==> src/rtl/uart_pkg.sv <==
// Shared defaults, divisor type and reset-divisor calculation for the UART baud generator.
package uart_pkg;

  localparam int OVERSAMPLE_DEF = 16;
  localparam int DIV_W_DEF      = 16;
  localparam int FRAC_W_DEF     = 4;

  typedef struct packed {
    logic [31:0] int_part;
    logic [31:0] frac_part;
  } div_t;

  // Rounded fixed-point divisor clk_hz*2^frac_w / (baud*os), split into integer and fraction.
  function automatic div_t calc_div(input longint clk_hz, input longint baud,
                                    input longint os, input int frac_w = FRAC_W_DEF);
    longint num;
    longint den;
    longint d;
    div_t   r;
    num = clk_hz << frac_w;
    den = baud * os;
    d   = (2 * num + den) / (2 * den);
    r.int_part  = 32'(d >> frac_w);
    r.frac_part = 32'(d & ((longint'(1) << frac_w) - 1));
    return r;
  endfunction

endpackage

==> src/rtl/uart_frac_divider.sv <==
// Fractional clock divider: holds the active divisor and produces one os_tick per
// div_int + carry cycles, with the carry accumulated from div_frac.
module uart_frac_divider #(
  parameter int                DIV_W    = 16,
  parameter int                FRAC_W   = 4,
  parameter logic [DIV_W-1:0]  RST_INT  = '0,
  parameter logic [FRAC_W-1:0] RST_FRAC = '0
) (
  input  logic              clk,
  input  logic              reset,
  input  logic              enable,
  input  logic              resync,
  input  logic              set_div,
  input  logic [DIV_W-1:0]  set_int,
  input  logic [FRAC_W-1:0] set_frac,
  output logic              os_tick,
  output logic              div_err
);

  logic [DIV_W-1:0]  cnt;
  logic [DIV_W-1:0]  act_int;
  logic [FRAC_W-1:0] act_frac;
  logic [FRAC_W-1:0] acc;
  logic              carry;
  logic [DIV_W:0]    per_m1;

  // One bit wider than cnt so the period never wraps; >= lets a shrunken divisor fire at once.
  always_comb begin
    per_m1  = {1'b0, act_int} + (DIV_W+1)'(carry) - (DIV_W+1)'(1);
    os_tick = enable & ~div_err & ~resync & ({1'b0, cnt} >= per_m1);
  end

  always_ff @(posedge clk or posedge reset) begin
    if (reset) begin
      cnt      <= '0;
      acc      <= '0;
      carry    <= 1'b0;
      act_int  <= RST_INT;
      act_frac <= RST_FRAC;
      div_err  <= (RST_INT < DIV_W'(2));
    end else begin
      if (set_div) begin
        act_int  <= set_int;
        act_frac <= set_frac;
        div_err  <= (set_int < DIV_W'(2));
      end
      if (resync) begin
        cnt   <= '0;
        acc   <= '0;
        carry <= 1'b0;
      end else if (div_err) begin
        cnt <= '0;
      end else if (os_tick) begin
        cnt          <= '0;
        {carry, acc} <= {1'b0, acc} + {1'b0, act_frac};
      end else if (enable) begin
        cnt <= cnt + DIV_W'(1);
      end
    end
  end

endmodule

==> src/rtl/uart_baud_tick_gen.sv <==
// Programmable UART baud generator: oversample tick, bit-boundary and bit-centre ticks,
// and a baud-rate square wave, with deferred divisor loading and start-bit resync.
module uart_baud_tick_gen
  import uart_pkg::*;
#(
  parameter int CLOCK_FREQ = 50_000_000,
  parameter int BAUD_RATE  = 115200,
  parameter int OVERSAMPLE = OVERSAMPLE_DEF,
  parameter int DIV_W      = DIV_W_DEF,
  parameter int FRAC_W     = FRAC_W_DEF
) (
  input  logic              clk,
  input  logic              reset,
  input  logic              enable,
  input  logic [DIV_W-1:0]  div_int,
  input  logic [FRAC_W-1:0] div_frac,
  input  logic              div_load,
  input  logic              rx_resync,
  output logic              os_tick,
  output logic              baud_tick,
  output logic              mid_tick,
  output logic              baud_clk,
  output logic              div_err
);

  localparam div_t              RST_DIV  = calc_div(CLOCK_FREQ, BAUD_RATE, OVERSAMPLE, FRAC_W);
  localparam logic [DIV_W-1:0]  RST_INT  = RST_DIV.int_part[DIV_W-1:0];
  localparam logic [FRAC_W-1:0] RST_FRAC = RST_DIV.frac_part[FRAC_W-1:0];
  localparam int                PH_W     = $clog2(OVERSAMPLE);
  localparam logic [PH_W-1:0]   PH_LAST  = PH_W'(OVERSAMPLE - 1);
  localparam logic [PH_W-1:0]   PH_MID   = PH_W'(OVERSAMPLE / 2 - 1);

  logic [DIV_W-1:0]  pend_int;
  logic [FRAC_W-1:0] pend_frac;
  logic              pend_valid;
  logic [PH_W-1:0]   ph;
  logic              xfer_ok;
  logic              set_div;
  logic [DIV_W-1:0]  set_int;
  logic [FRAC_W-1:0] set_frac;

  uart_frac_divider #(
    .DIV_W    (DIV_W),
    .FRAC_W   (FRAC_W),
    .RST_INT  (RST_INT),
    .RST_FRAC (RST_FRAC)
  ) u_div (
    .clk      (clk),
    .reset    (reset),
    .enable   (enable),
    .resync   (rx_resync),
    .set_div  (set_div),
    .set_int  (set_int),
    .set_frac (set_frac),
    .os_tick  (os_tick),
    .div_err  (div_err)
  );

  // A new divisor may only take over at a period boundary, unless nothing is counting.
  always_comb begin
    xfer_ok  = os_tick | rx_resync | ~enable | div_err;
    set_div  = pend_valid & xfer_ok;
    set_int  = pend_int;
    set_frac = pend_frac;
    if (div_load) begin
      set_div  = xfer_ok;
      set_int  = div_int;
      set_frac = div_frac;
    end
  end

  always_ff @(posedge clk or posedge reset) begin
    if (reset) begin
      pend_int   <= RST_INT;
      pend_frac  <= RST_FRAC;
      pend_valid <= 1'b0;
    end else if (div_load) begin
      pend_int   <= div_int;
      pend_frac  <= div_frac;
      pend_valid <= ~xfer_ok;
    end else if (set_div) begin
      pend_valid <= 1'b0;
    end
  end

  always_ff @(posedge clk or posedge reset) begin
    if (reset) begin
      ph <= '0;
    end else if (rx_resync || div_err) begin
      ph <= '0;
    end else if (os_tick) begin
      ph <= (ph == PH_LAST) ? '0 : ph + PH_W'(1);
    end
  end

  always_comb begin
    baud_tick = os_tick & (ph == PH_LAST);
    mid_tick  = os_tick & (ph == PH_MID);
  end

  always_ff @(posedge clk or posedge reset) begin
    if (reset) begin
      baud_clk <= 1'b0;
    end else if (baud_tick || mid_tick) begin
      baud_clk <= ~baud_clk;
    end
  end

endmodule
==> config.mk <==
export PLATFORM = sky130hd
export DESIGN_NAME = uart_baud_tick_gen
export DESIGN_NICKNAME = d
export VERILOG_FILES = /design/src/rtl/uart_pkg.sv /design/src/rtl/uart_frac_divider.sv /design/src/rtl/uart_baud_tick_gen.sv
export SDC_FILE = /design/constraint.sdc
export NUM_CORES = 1
export LEC_CHECK = 0
export CORE_MARGIN = 2
export CORE_UTILIZATION = 50
export DETAILED_ROUTE_END_ITERATION = 6
export PLACE_DENSITY_LB_ADDON = 0.2
export SETUP_SLACK_MARGIN = 0.3
export SYNTH_ARGS = -nofsm -noshare
export SYNTH_HDL_FRONTEND = slang
export SYNTH_SLANG_ARGS = --single-unit
==> constraint.sdc <==
create_clock -name clk -period 4.8 [get_ports clk]
set_input_delay 0.96 -clock clk [delete_from_list [all_inputs] [get_ports clk]]
set_output_delay 0.96 -clock clk [all_outputs]
set_load 0.01 [all_outputs]
### Yosys cells after proc, flatten, opt, wreduce, memory -nomap -nowiden

Cells that the tools add are included.

| storage, ports and cells | value |
|---|---|
| register bits | 68 |
| output and inout bits | 5 |
| word-level logic and storage cells | 60 |

| operators by class | value |
|---|---|
| add/subtract/negate cells | 5 |
| order comparisons | 2 |
| equality and inequality tests | 3 |
| multiplexer cells | 18 |
| bitwise logic cells | 14 |
| reduce and logical (&&, ||, !) cells | 7 |

Operator list:

| cell | count |
|---|---|
| 16-bit two-way mux | 5 |
| 4-bit two-way mux | 7 |
| 16-bit by 1-bit adder with 17-bit output | 1 |
| 16-bit by 17-bit greater-or-equal comparator with 1-bit output | 1 |
| 17-bit by 1-bit subtractor with 17-bit output (second input constant) | 1 |
| 16-bit by 1-bit adder with 16-bit output (second input constant) | 1 |
| 16-bit by 2-bit less-than comparator with 1-bit output (second input constant) | 1 |
| 1-bit AND | 6 |
| 1-bit two-way mux | 6 |
| 2-bit nonzero test | 3 |
| 4-bit by 4-bit adder with 5-bit output | 1 |
| 1-bit inverter | 5 |
| 4-bit by 1-bit adder with 4-bit output (second input constant) | 1 |
| 4-bit by 3-bit == test with 1-bit output (second input constant) | 1 |
| 4-bit == test (second input constant) | 1 |
| 4-bit nonzero test | 1 |
| 1-bit OR | 3 |
| 1-bit logical OR | 2 |
| 2-bit inequality test (second input constant) | 1 |
| 2-bit AND reduction | 1 |

### Depth between registers and ports, before layout

| depth | value |
|---|---|
| depth after elaboration | 11 |
| gate-level depth with buffers | 15 |

### Modules after synthesis

From an unflattened synthesis, not the netlist that was laid out.

| second synthesis, totals | value |
|---|---|
| cells, all modules | 350 |
| area total of the unflattened synthesis | 3829.9 um2 |

Modules (own cells, without submodules):

| module | instances | cells each | area each (um2) |
|---|---|---|---|
| uart_frac_divider | 1 | 276 | 2750.1 |
| uart_baud_tick_gen | 1 | 74 | 1079.8 |

### Worst setup path after synthesis

No wires, ideal clock.

| timing path | value |
|---|---|
| path type | flip-flop to output port |
| start | register u_div.act_int[11] |
| end | output baud_tick |
| arrival time | 3.164 ns |
| slack | 0.676 ns |
| stages on the path, launching flop included | 11 |
| path through | dfrtp_1 or4_4 or3_4 nor3_1 xnor2_1 ha_1 nand3_1 or2_2 o21a_1 or3_1 nor2_1 |

| on the way | value |
|---|---|
| word-level cells in the longest chain between the ends | 5 |

RTL lines:

| item | RTL line | RTL |
|---|---|---|
| from (decl) | uart_frac_divider.sv:21 | `logic [DIV_W-1:0] act_int;` |
| from (signal assigned) | uart_frac_divider.sv:43 | `act_int <= set_int;` |
| 16-bit by 1-bit adder with 17-bit output | uart_frac_divider.sv:29 | `per_m1 = {1'b0, act_int} + (DIV_W+1)'(carry) - (DIV_W+1)'(1);` |
| 17-bit by 1-bit subtractor with 17-bit output | uart_frac_divider.sv:29 |  |
| 16-bit by 17-bit greater-or-equal comparator with 1-bit output | uart_frac_divider.sv:30 | `os_tick = enable & ~div_err & ~resync & ({1'b0, cnt} >= per_m1);` |
| 1-bit AND | uart_frac_divider.sv:30 |  |
| 1-bit AND | uart_baud_tick_gen.sv:97 | `baud_tick = os_tick & (ph == PH_LAST);` |
| to (decl) | uart_baud_tick_gen.sv:20 | `output logic baud_tick,` |

Every way passes these cells.

### Worst setup path in the final report

| timing path | value |
|---|---|
| start | register u_div.act_int[9] |
| end | output baud_tick |

The elaborated chain is that of the path after synthesis.

==> impl_metrics.yaml <==
run_status:
  outcome: "finished clean"
worst_setup_path:
  crit_path_start_kind: "register"
  r2r-start: "u_div.act_int[9]"
  critPathTopFamily: "simple AND/OR/NAND/NOR gates"
  cp-end-kind: "output pin"
  path_cells: "or4_4 > or3_4 > nor2_2 > xnor2_1 > ha_1 > nand3_2 > or2_4 > o21a_1 > or3_4 > nor2_2 > buf_2"
  path_class: "reg2out"
  crit_arrival_ps: 3490
  cp_slowest_cell: "or4_4"
  startpoint: "u_div.act_int[9]"
  crit_fanout: 3
  cp.required_ps: 3840
  path_buf_inv: 1
  critPathMaxStageDelay_ps: 550
cts:
  numCtsBuffers: 9
  htree_levels: 3
  cts.path.max_buffers: 2
  cts_tree: "yes"
  root_buffer: "clkbuf_8"
  clock-sinks: 68
  postCtsHoldBufs: 0
  clk_pin_slew_ps: 70
  clkLatencyLatePin_ps: 350
yosys:
  ys.flop_type: "dfrtp_1"
  synth_edf_count: 0
  syn_area_um2: 3850
  synthArstFlopShare: 1.00
  syn-instance-count: 353
  synth-seq-area-share: 0.446
  yosys_register_bits: 68
  yosys_warnings: 0
  synth_nets: 403
  synth_cell_types: 50
  synth.avg_cell_area_um2: 10.9
detailed_routing:
  wirelength_um: 8160
  drc: 0
  firstDrtPassIters: 4
  wl_per_cell_um: 16.2
  drtAntennaViolNets: 0
  via_count: 2800
  vias_per_cell: 5.56
  drtIter0Drc: 133
sta:
  finClkSkew_ps: 11.8
  fmax_mhz: 225
  totalNegativeSetupSlack_ps: 0
  drv_slew: 0
  layout_min_cycle_time_ps: 4450
  setup_viol: 0
  tightest_slew_ps: 823
  finalHoldViolCount: 0
  rsz0062_at_grt: "yes"
  holdWs_ps: 469
  finalCritPeriodShare: 0.927
  slew_headroom: 0.451
die:
  dieArea_um2: 8410
  start_util: 0.522
  core_area_um2: 7370
  fp.dieW_um: 91.7
  die_h_um: 91.7
  rows: 31
  ios: 30
pwr:
  max-vdd-ir-drop_uv: 275
  total_power_w: 0.00152
  power_density_nw_per_um2: 322
  cellLeakagePower_nw: 1.95
global_route:
  grt_max_degree: 41
  grt_pass1_vias: 2934
  grt_overflow_total: 0
  grt_pass1_wl_um: 14200
  grt_usage: 0.214
  antenna_found_initial: 0
hold_path:
  hp-class: "reg2reg"
  hp-start: "baud_clk"
placed_design:
  gp_routability_congestion: 0.870
  hpwl_um: 5890
  io_buffers: 29
flow_run:
  drv_cap: 0
finish:
  drive_gt1_frac: 0.341
  final_nets: 450
  nFillCells: 608
  area_growth_pct: 22.1
  n_antenna_cell: 0
[cells in the final DEF, fill, tap and decap left out, types with 6 or more instances in the layout]
master	Yosys	final
nand2_1	18	18
xor2_1	13	13
nand4_1	9	9
clkbuf_8	0	9
dfrtp_1	58	54
nand3_1	13	12
clkdlybuf4s50_1	0	26
inv_1	14	13
ha_1	24	22
nor2_2	10	14
o21ai_0	6	6
mux2_2	42	42
dfstp_2	10	10
nor2_1	25	21
xnor2_1	16	16
a21oi_1	14	13
buf_4	0	18
[metal layers]
metal	GRT usage	share of wire
met1	0.285	0.46
met3	0.0435	0.038
met5	0	0
met2	0.349	0.48
met4	0.0709	0.016
[worst reg2reg max path: stages, from the launching register on]
cell      delay [ps]
dfrtp_2          410
or4_4            550
or3_4            420
nor3_4           130
xnor2_1          140
ha_1             280
buf_6            140
a21oi_2          110
nand3_1           90
a211oi_2         310
o32ai_1          130
nor2_1           120
buf_4            300
mux2_2           380
[where the power goes]
part           total [W]  switching [W]  internal, W
clock network   0.000527       0.000233     0.000294
logic           0.000296       0.000144     0.000152
registers       0.000692      0.0000544     0.000638
total            0.00152       0.000432      0.00108
[cell type report]
class	count	area [µm²]	area share
inverters	14	52.6	0.0112
well taps	99	124	0.0264
clock inverters	6	90.1	0.0192
repair buffers	48	422	0.0897
flip-flops and latches	68	1720	0.366
multi-input cells	259	2160	0.460
clock buffers	10	128	0.0272
[cells by family after synthesis]
family,count (synthesis),share of synthesized area
AO/OA/AOI/OAI,45,0.0777
flip-flops,68,0.446
multiplexers,45,0.131
buffers and inverters,26,0.0302
XOR/XNOR,29,0.0660
AND/OR/NAND/NOR,115,0.167
adder cells (fa/ha/maj),25,0.0833
[through the flow]
step	util	area, µm²	setup WS, ps	cells
final	0.638	4700	351	504
after CTS	0.627	4620	211	501
after detailed placement	0.579	4270	-44.1	478
after global placement	0.579	4270	187	478
after global routing	0.638	4700	180	504
after floorplan	-	3850	676	353
[Yosys cell counts (10+ instances only)]
cell type | n | area share
dfstp_2 | 10 | 0.068
a21oi_1 | 14 | 0.018
nor2_2 | 10 | 0.016
inv_1 | 14 | 0.014
xor2_1 | 13 | 0.030
ha_1 | 24 | 0.078
dfrtp_1 | 58 | 0.38
nand2_1 | 18 | 0.018
nor3_1 | 11 | 0.014
nand3_1 | 13 | 0.017
xnor2_1 | 16 | 0.036
nor2_1 | 25 | 0.024
mux2_2 | 42 | 0.12
[registers in the layout, indices dropped and copies added, names as in the netlist]
register        cells
pend_int           16
u_div.act_int      16
u_div.cnt          16
pend_frac           4
ph                  4
u_div.acc           4
u_div.act_frac      4
baud_clk            1
pend_valid          1
u_div.carry         1
u_div.div_err       1
[path summary, 6_finish.rpt]
path	to	slack, ps	cells after the start
worst max register to register	u_div.act_int[12]	1190	13
min in group asynchronous	u_div.act_frac[0]	1080	2
worst max-delay path	baud_tick	350	11
worst min-delay path	baud_clk	470	1
max in group asynchronous	u_div.act_int[3]	2790	3
worst min register to register	baud_clk	470	1
[what timing repair did]
item / 4_1_cts / 5_1_grt
resized for setup: 30 / 15
setup endpoints to repair: 3 / 3
buffers inserted: 7 / 3
pin swaps: 9 / 17
Note: power is estimated with default switching activity, not from simulation.
